<file path="src/rtl/display_pkg.sv">
// Shared types and constants for the seven-segment display blocks.
package display_pkg;

    typedef enum logic [2:0] {
        IDLE,
        SHOW0,
        BLANK0,
        SHOW1,
        BLANK1
    } scan_state_t;

    localparam logic ANODE_ON  = 1'b0;
    localparam logic ANODE_OFF = 1'b1;

    localparam int DEF_REFRESH_CNT = 100000;
    localparam int DEF_BLANK_CNT   = 2000;

    // Counter width able to hold the larger of the two dwell counts.
    function automatic int cnt_width(input int a, input int b);
        return $clog2(((a > b) ? a : b) + 1);
    endfunction

endpackage

</file>
<file path="src/rtl/scan_timer.sv">
// Dwell counter: counts up from 0 after clear, flags done at the terminal value.
module scan_timer #(
    parameter int W = 8
) (
    input  logic         clk,
    input  logic         arst,
    input  logic         i_clear,
    input  logic [W-1:0] i_terminal,
    output logic         o_done
);

    logic [W-1:0] r_cnt;

    assign o_done = (r_cnt == i_terminal);

    // Holds at terminal so an unexpected extra cycle never wraps the count.
    always_ff @(posedge clk) begin
        if (arst || i_clear) begin
            r_cnt <= '0;
        end else if (!o_done) begin
            r_cnt <= r_cnt + 1'b1;
        end
    end

endmodule

</file>
<file path="src/rtl/digit_scan_ctrl.sv">
// Two-digit scan controller with dead-time blanking, frame-synchronous
// double-buffered digit updates and optional leading-zero suppression.
//
//   state  | meaning
//   IDLE   | display dark, waiting for en
//   SHOW0  | units anode lit, first cycle is the frame start
//   BLANK0 | both anodes off between units and tens
//   SHOW1  | tens anode lit (unless suppressed leading zero)
//   BLANK1 | both anodes off before the next frame
module digit_scan_ctrl
    import display_pkg::*;
#(
    parameter int REFRESH_CNT = DEF_REFRESH_CNT,
    parameter int BLANK_CNT   = DEF_BLANK_CNT,
    parameter int LZ_SUPPRESS = 1
) (
    input  logic       clk,
    input  logic       arst,
    input  logic       en,
    input  logic [3:0] d_lo,
    input  logic [3:0] d_hi,
    input  logic       load,
    output logic [3:0] digit_out,
    output logic       AN0,
    output logic       AN1,
    output logic       blank,
    output logic       frame_start
);

    localparam int CW = cnt_width(REFRESH_CNT, BLANK_CNT);
    localparam logic [CW-1:0] T_SHOW  = CW'(REFRESH_CNT - 1);
    localparam logic [CW-1:0] T_BLANK = (BLANK_CNT > 0) ? CW'(BLANK_CNT - 1) : '0;

    scan_state_t r_state, w_state_nxt;

    logic [3:0] r_shadow_lo, r_shadow_hi;
    logic [3:0] r_active_lo, r_active_hi;
    logic       r_pending;

    logic [3:0] r_digit;
    logic       r_an0, r_an1, r_blank, r_frame_start;

    logic          w_done;
    logic          w_clear;
    logic [CW-1:0] w_terminal;
    logic          w_boundary;
    logic [3:0]    w_act_lo_nxt, w_act_hi_nxt;
    logic [3:0]    w_digit_nxt;
    logic          w_an0_nxt, w_an1_nxt;

    assign w_terminal = (r_state == BLANK0 || r_state == BLANK1) ? T_BLANK : T_SHOW;
    assign w_clear    = (w_state_nxt != r_state) || (r_state == IDLE);

    scan_timer #(.W(CW)) u_timer (
        .clk        (clk),
        .arst       (arst),
        .i_clear    (w_clear),
        .i_terminal (w_terminal),
        .o_done     (w_done)
    );

    always_comb begin
        w_state_nxt = r_state;
        case (r_state)
            IDLE: begin
                if (en) w_state_nxt = SHOW0;
            end
            SHOW0: begin
                if (!en)        w_state_nxt = IDLE;
                else if (w_done) begin
                    if (BLANK_CNT > 0) w_state_nxt = BLANK0;
                    else               w_state_nxt = SHOW1;
                end
            end
            BLANK0: begin
                if (!en)         w_state_nxt = IDLE;
                else if (w_done) w_state_nxt = SHOW1;
            end
            SHOW1: begin
                if (!en)        w_state_nxt = IDLE;
                else if (w_done) begin
                    if (BLANK_CNT > 0) w_state_nxt = BLANK1;
                    else               w_state_nxt = SHOW0;
                end
            end
            BLANK1: begin
                if (!en)         w_state_nxt = IDLE;
                else if (w_done) w_state_nxt = SHOW0;
            end
            default: w_state_nxt = IDLE;
        endcase
    end

    // The active digits may only move on the cycle that enters SHOW0.
    assign w_boundary = (w_state_nxt == SHOW0) && (r_state != SHOW0);

    always_comb begin
        w_act_lo_nxt = r_active_lo;
        w_act_hi_nxt = r_active_hi;
        if (w_boundary) begin
            if (load) begin
                w_act_lo_nxt = d_lo;
                w_act_hi_nxt = d_hi;
            end else if (r_pending) begin
                w_act_lo_nxt = r_shadow_lo;
                w_act_hi_nxt = r_shadow_hi;
            end
        end
    end

    // Outputs are decoded from the next state so they register alongside it.
    always_comb begin
        w_an0_nxt   = ANODE_OFF;
        w_an1_nxt   = ANODE_OFF;
        w_digit_nxt = r_digit;
        case (w_state_nxt)
            SHOW0: begin
                w_an0_nxt   = ANODE_ON;
                w_digit_nxt = w_act_lo_nxt;
            end
            SHOW1: begin
                w_digit_nxt = w_act_hi_nxt;
                if ((LZ_SUPPRESS != 0) && (w_act_hi_nxt == 4'd0)) w_an1_nxt = ANODE_OFF;
                else                                             w_an1_nxt = ANODE_ON;
            end
            default: ;
        endcase
    end

    always_ff @(posedge clk) begin
        if (arst) begin
            r_state       <= IDLE;
            r_shadow_lo   <= '0;
            r_shadow_hi   <= '0;
            r_active_lo   <= '0;
            r_active_hi   <= '0;
            r_pending     <= 1'b0;
            r_digit       <= '0;
            r_an0         <= ANODE_OFF;
            r_an1         <= ANODE_OFF;
            r_blank       <= 1'b1;
            r_frame_start <= 1'b0;
        end else begin
            r_state       <= w_state_nxt;
            r_active_lo   <= w_act_lo_nxt;
            r_active_hi   <= w_act_hi_nxt;
            r_digit       <= w_digit_nxt;
            r_an0         <= w_an0_nxt;
            r_an1         <= w_an1_nxt;
            r_blank       <= (w_an0_nxt == ANODE_OFF) && (w_an1_nxt == ANODE_OFF);
            r_frame_start <= w_boundary;
            if (load) begin
                r_shadow_lo <= d_lo;
                r_shadow_hi <= d_hi;
            end
            if (w_boundary)  r_pending <= 1'b0;
            else if (load)   r_pending <= 1'b1;
        end
    end

    assign digit_out   = r_digit;
    assign AN0         = r_an0;
    assign AN1         = r_an1;
    assign blank       = r_blank;
    assign frame_start = r_frame_start;

endmodule

</file>
<file path="config.mk">
export PLATFORM = sky130hd
export DESIGN_NAME = digit_scan_ctrl
export DESIGN_NICKNAME = d
export VERILOG_FILES = /design/src/rtl/display_pkg.sv /design/src/rtl/scan_timer.sv /design/src/rtl/digit_scan_ctrl.sv
export SDC_FILE = /design/constraint.sdc
export NUM_CORES = 1
export LEC_CHECK = 0
export BUFFER_PORTS_ARGS = -buffer_cell sky130_fd_sc_hd__buf_2
export CAP_MARGIN = 5
export CORE_MARGIN = 2
export CORE_UTILIZATION = 50
export DETAILED_ROUTE_END_ITERATION = 10
export PLACE_DENSITY = 0.68
export SYNTH_ARGS = -nofsm -noshare
export SYNTH_HDL_FRONTEND = slang
export SYNTH_HIERARCHICAL = 1
export SYNTH_SLANG_ARGS = --single-unit
</file>
<file path="constraint.sdc">
create_clock -name clk -period 3.87 [get_ports clk]
set_clock_uncertainty 0.1 [all_clocks]
set_input_delay 0.5805 -clock clk [delete_from_list [all_inputs] [get_ports clk]]
set_output_delay 0.5805 -clock clk [all_outputs]
set_load 0.01 [all_outputs]
</file>
Word-level counts from Yosys, hierarchy flattened
Index checks and enable logic that the tools add are counted.
{ "classes": {"n_mux": 21, "n_reduce_logical": 9, "add_sub_neg": 1, "eq_ne": 9} }
{ "op_table": {"columns": ["operator", "count"], "rows": [
  ["2-to-1 mux 3 bit", 9],
  ["2-to-1 mux 4 bit", 6],
  ["adder 17 x 1 -> 17 bit (second input constant)", 1],
  ["== test 17 bit", 1],
  ["2-to-1 mux 17 bit", 1],
  ["one-hot mux 3 bit (5 select lines)", 1],
  ["== test 3 x 2 -> 1 bit (second input constant)", 3],
  ["one-hot mux 4 bit (2 select lines)", 1],
  ["== test 3 x 1 -> 1 bit (second input constant)", 2],
  ["logical NOT 4 bit", 1],
  ["== test 3 bit (second input constant)", 1],
  ["logical NOT 3 bit", 1],
  ["logical OR 1 bit", 3],
  ["2-to-1 mux 1 bit", 3],
  ["!= test 3 x 1 -> 1 bit (second input constant)", 1],
  ["!= test 3 bit", 1],
  ["logical AND 1 bit", 2],
  ["nonzero test 2 bit", 1],
  ["OR reduction 2 bit", 1]
]} }
{ "totals": {"inputBits": 12, "ff_bits": 45, "wordCells": 52, "output_inout_bits": 8} }

Logic depth before layout (Yosys ltp)
{ "depth": {"word_depth": 14, "mapped_depth": 16, "mapped_depth_nobuf": 13} }

Cells and area by module
Netlist, hierarchy kept.
{ "modules_own_cells": {"columns": ["mod", "n_inst", "area_each_um2", "cells_each", "seq_area_each_um2"], "rows": [
  ["scan_timer", 1, 1358.8, 175, 340.3],
  ["digit_scan_ctrl", 1, 1331.3, 147, 560.5]
]} }

Least setup slack after synthesis
No wires, ideal clock.
{ "synth_timing": {"path_kind": "reg2reg", "startpoint": "reg r_state[2]", "endpoint": "reg r_blank (netlist: blank)", "synth_period_minus_slack_ps": 3191, "required_ps": 3711, "setup_ps": 59, "n_path_buf": 2, "stages_incl_launch_ff": 15, "arrival_ps": 3032, "setup_slack_ps": 679, "cell_sequence": "dfxtp_1 > buf_2 > xor2_1 > nor2b_1 > inv_1 > xnor2_1 > nand4_1 > nor3_2 > buf_6 > and2_1 > nand2b_2 > nand2_4 > a221o_1 > o41ai_2 > and2_1"} }
{ "synth_via": {"elab_chain_cells": 14, "elab_cells_between_ends": 28, "cone_classes": "eq/ne: 8; mux: 15; reduce/logical: 5"} }
{ "synth_rtl": {"columns": ["element", "line", "source"], "rows": [
  ["start: declaration", "digit_scan_ctrl.sv:34", "scan_state_t r_state, w_state_nxt;"],
  ["start signal: assignment", "digit_scan_ctrl.sv:144", "r_state <= w_state_nxt;"],
  ["== test 3 x 2 -> 1 bit or == test 3 bit (tied branches)", "digit_scan_ctrl.sv:51", "assign w_terminal = (r_state == BLANK0 || r_state == BLANK1) ? T_BLANK : T_SHOW;"],
  ["logical OR 1 bit *", "digit_scan_ctrl.sv:51", null],
  ["2-to-1 mux 17 bit *", "digit_scan_ctrl.sv:51", null],
  ["via w_terminal[6]", "digit_scan_ctrl.sv:45", "logic [CW-1:0] w_terminal;"],
  ["== test 17 bit *", "scan_timer.sv:14", "assign o_done = (r_cnt == i_terminal);"],
  ["via w_done", "digit_scan_ctrl.sv:43", "logic w_done;"],
  ["2-to-1 mux 3 bit (on tied branches) (2 in series)", null, null],
  ["one-hot mux 3 bit (5 select lines) *", "digit_scan_ctrl.sv:64", "case (r_state)"],
  ["== test 3 x 1 -> 1 bit", "digit_scan_ctrl.sv:95, digit_scan_ctrl.sv:116", null],
  ["logical AND 1 bit", "digit_scan_ctrl.sv:95", "assign w_boundary = (w_state_nxt == SHOW0) && (r_state != SHOW0);"],
  ["2-to-1 mux 4 bit", "digit_scan_ctrl.sv:100", "if (w_boundary) begin"],
  ["logical NOT 4 bit", "digit_scan_ctrl.sv:123", "if ((LZ_SUPPRESS != 0) && (w_act_hi_nxt == 4'd0)) w_an1_nxt = ANODE_OFF;"],
  ["2-to-1 mux 1 bit", "digit_scan_ctrl.sv:123", null],
  ["2-to-1 mux 1 bit", "digit_scan_ctrl.sv:116", "case (w_state_nxt)"],
  ["logical AND 1 bit *", "digit_scan_ctrl.sv:150", "r_blank <= (w_an0_nxt == ANODE_OFF) && (w_an1_nxt == ANODE_OFF);"],
  ["end signal: assignment", "digit_scan_ctrl.sv:150", null],
  ["end: declaration", "digit_scan_ctrl.sv:41", "logic r_an0, r_an1, r_blank, r_frame_start;"]
]} }
The timed path passes the listed nets; every way through them passes the cells marked *.
A chain may end at the register's enable or synchronous reset.

Final worst setup path
{ "layout_timing": {"startpoint": "reg r_state[1]", "endpoint": "reg r_blank (netlist: blank)"} }
Same word-level chain as after synthesis.

==> flow_metrics.env <==
export IMPL_ant_nets=0
export IMPL_maxCapViolations=0
export IMPL_pwr_share_clk=0.430
export IMPL_crit_path_max_fanout=9
export IMPL_holdBufCountCts=0
export IMPL_crit_path_cell_trace="xor2_1, nor2b_1, inv_1, xnor2_1, nand3_1, nor3_2, and2_1, nand2b_2, nand2_4, a221o_1, o41ai_2, and2_1"
export IMPL_start_util=0.523
export IMPL_die_area_sq_um=5980
export IMPL_design_area_sq_um=2950
export IMPL_combPwrFrac=0.088
export IMPL_period_share=0.896
export IMPL_outcome="complete, no violations"
export IMPL_grt_pass1_wl_mm=11.0
export IMPL_die_h_um=77.4
export IMPL_critPathTopFamily="simple AND/OR/NAND/NOR gates"
export IMPL_netlist_area_leader_share=0.335
export IMPL_pin_count=20
export IMPL_antenna_cells=0
export IMPL_endpoint_kind="flop"
export IMPL_top_layer="met4"
export IMPL_wirelength_met1_mm=2.96
export IMPL_finalCriticalPeriod_ns=3.47
export IMPL_wl_per_cell_um=15.1
export IMPL_clkSlewWorstSetupHoldPaths_ns=0.09
export IMPL_total_power_mw=1.01
export IMPL_routed_wl_met2_mm=2.85
export IMPL_slowest_stage="dfxtp_1"
export IMPL_worstPathRequired_ns=4.02
export IMPL_num_rows=26
export IMPL_setup_violations=0
export IMPL_clk_insertion_delay_late_ns=0.31
export IMPL_dp_cells=403
export IMPL_async_flop_share=0
export IMPL_hp_class="flop to flop"
export IMPL_globalRouteOverflowTotal=0
export IMPL_avgSynthCellArea_sq_um=8.35
export IMPL_synth_seq_cells=45
export IMPL_p_per_area_nw_per_um2=343
export IMPL_ir_drop_v=0.000255
export IMPL_drt_wl_total_mm=6.22
export IMPL_cts_tree="done"
export IMPL_h_tree_depth=2
export IMPL_cpMostUsedCell="and2_1"
export IMPL_instances_no_fill=411
export IMPL_dp_final_hpwl_mm=4.32
export IMPL_report_final_slew_viol_count=0
export IMPL_synthTopCellsByArea="dfxtp_1 (33%), xnor2_1 (5.9%), nand4_1 (4.4%)"
export IMPL_synth_edf_count=0
export IMPL_die_width_um=77.4
export IMPL_yosysTopAreaCell="dfxtp_1"
export IMPL_setup_tns_ns=0
export IMPL_swShare=0.234
export IMPL_dr_pass1_iters=4
export IMPL_place_gp_congestion=0.839
export IMPL_p_int_mw=0.776
export IMPL_grt_pass1_vias=2317
export IMPL_placed_cell_area_sq_um=2820
export IMPL_fmax_mhz=288
export IMPL_worst_path_buf_inv=1
export IMPL_postCtsSetupBuffers=0
export IMPL_wl_met3_um=313
export IMPL_worstSetupPathType="flop to flop"
export IMPL_grt_max_degree=32
export IMPL_p_leak_nw=1.10
export IMPL_seq_area_frac_synth=0.335
export IMPL_antenna_found_initial=0
export IMPL_switchingPower_mw=0.238
export IMPL_synthFlopType="dfxtp_1"
export IMPL_cts_resized_gates=0
export IMPL_slew_headroom=0.537
export IMPL_finalHoldViolations=0
export IMPL_fin_nets=353
export IMPL_yosysWarnings=6
export IMPL_netlist_area_sq_um=2690
export IMPL_rsz0062_at_grt="false"
export IMPL_remaining_drc_errors=0
export IMPL_drtIter0Drc=140
export IMPL_via_per_inst=5.90
export IMPL_drive_gt1_frac=0.138
export IMPL_cts_sinks=45
export IMPL_root_buffer="clkbuf_8"
export IMPL_via_count=2425
export IMPL_numPortBuffers=19
export IMPL_cts_buffers=5
export IMPL_critPathLaunchType="flop"
export IMPL_fp_coreArea_sq_um=5140
export IMPL_power_frac_seq=0.482
export IMPL_area_growth_pct=9.81
export IMPL_grt_util_all_layers=0.226
export IMPL_clockBufferDepth=2
export IMPL_slowest_delay_ns=0.55
export IMPL_syn_instance_count=322
export IMPL_worst_slew_pin_slew_ns=0.690
export IMPL_synth_cell_types=62
export IMPL_cp_arrival_ns=3.61
-- placed cells by master, fill, tap and decap left out, types with 2 or more instances in the layout --
cell type   n
and2_1      3
xor2_1      3
a31oi_1     4
mux2i_1    10
a2111oi_0   2
and4_1      2
xnor2_1    18
nand4_1    19
nand2_1    28
a221o_1     4
nor2_2      2
nor3_1      6
or2_1       3
or4_1       2
nor2b_1     8
a21oi_1    17
nor2_1     24
a32o_1      3
a22oi_1     3
bufinv_16   2
dfxtp_1    45
nand2b_1   13
a211o_1     4
o22a_1      2
buf_2      19
clkbuf_8    5
and3b_1     4
conb_1     12
nand3_1    14
buf_4       4
o21ai_0     4
inv_1       5
o211ai_1    7
or3_1       3
and3_1      3
nor3b_1     3
nor4_1      6
-- power by group through the flow --
stage | sequential (mW) | combinational [mW] | clock (mW)
after floorplan | 0.496 | 0.0663 | 0
after detailed placement | 0.499 | 0.0875 | 0
final | 0.489 | 0.0889 | 0.436
after CTS | 0.489 | 0.0885 | 0.442
after global routing | 0.491 | 0.0997 | 0.458
after global placement | 0.499 | 0.0867 | 0
-- cell families (layout without fill, tap and decap cells) --
group                    count (synthesis)  in the layout  synth area share
adder cells (fa/ha/maj)                  1              1           0.00465
AND/OR/NAND/NOR                        156            156             0.334
AO/OA/AOI/OAI                           60             60             0.165
multiplexers                            10             10            0.0372
other                                    2             12           0.00279
XOR/XNOR                                21             21            0.0684
buffers and inverters                   27             36            0.0530
flip-flops                              45             45             0.335
-- worst reg2reg max path: stages, from the launching register on --
cell and delay, ns:
dfxtp_1 0.55, xor2_1 0.17, nor2b_1 0.27, inv_1 0.15
xnor2_1 0.17, nand3_1 0.10, nor3_2 0.21, and2_1 0.33
nand2b_2 0.28, nand2_4 0.10, a221o_1 0.41, o41ai_2 0.39
and2_1 0.17
-- flip-flops by register name, indices dropped and copies added, names as in the netlist --
name	count
AN0	1
AN1	1
blank	1
digit_out	4
frame_start	1
r_active_hi	4
r_active_lo	4
r_pending	1
r_shadow_hi	4
r_shadow_lo	4
r_state	3
u_timer/r_cnt	17
-- cell usage after synthesis, drive strengths merged, types with 4 or more instances --
| cell | instances |
|---|---|
| and3 | 4 |
| o211ai | 7 |
| a221o | 4 |
| clkbuf | 7 |
| mux2i | 10 |
| a21oi | 17 |
| buf | 15 |
| nor2 | 26 |
| nor4 | 6 |
| dfxtp | 45 |
| a31oi | 4 |
| nand4 | 20 |
| nor3 | 7 |
| nor2b | 8 |
| nand3 | 16 |
| inv | 5 |
| and3b | 4 |
| o21ai | 5 |
| nand2b | 14 |
| or2 | 5 |
| a211o | 4 |
| nor3b | 4 |
| nand2 | 29 |
| xnor2 | 18 |
-- routing by layer --
metal / up-vias / GRT usage
li1: 1192 / -
met1: 1161 / 0.310
met2: 61 / 0.363
met3: 11 / 0.0360
met4: 0 / 0.0750
met5: - / 0
-- path summary, 6_finish.rpt --
kind,endpoint,cells after the start,startpoint,slack (ns)
worst max register to register,blank,12,r_state[1],0.40
worst max-delay path,blank,12,r_state[1],0.40
worst min-delay path,r_active_lo[1],2,r_active_lo[1],0.39
worst min register to register,r_active_lo[1],2,r_active_lo[1],0.39
-- stage by stage --
step / hold slack [ns] / util / setup slack (ns)
final: 0.387 / 0.575 / 0.403
after global routing: 0.402 / 0.575 / 0.0866
after detailed placement: 0.373 / 0.548 / 0.478
after CTS: 0.387 / 0.575 / 0.405
after global placement: 0.366 / 0.548 / 0.600
after floorplan: 0.346 / - / 0.679
-- final cells by class --
| class | instances | area [sq um] |
|---|---|---|
| Fill cell | 529 | 2190 |
| Multi-Input combinational cell | 260 | 1680 |
| Sequential cell | 45 | 901 |
| Timing Repair Buffer | 23 | 125 |
| Tap cell | 70 | 87.6 |
| Clock buffer | 5 | 68.8 |
| Clock inverter | 3 | 68.8 |
| Inverter | 5 | 18.8 |
Note: power is estimated with default switching activity, not from simulation.
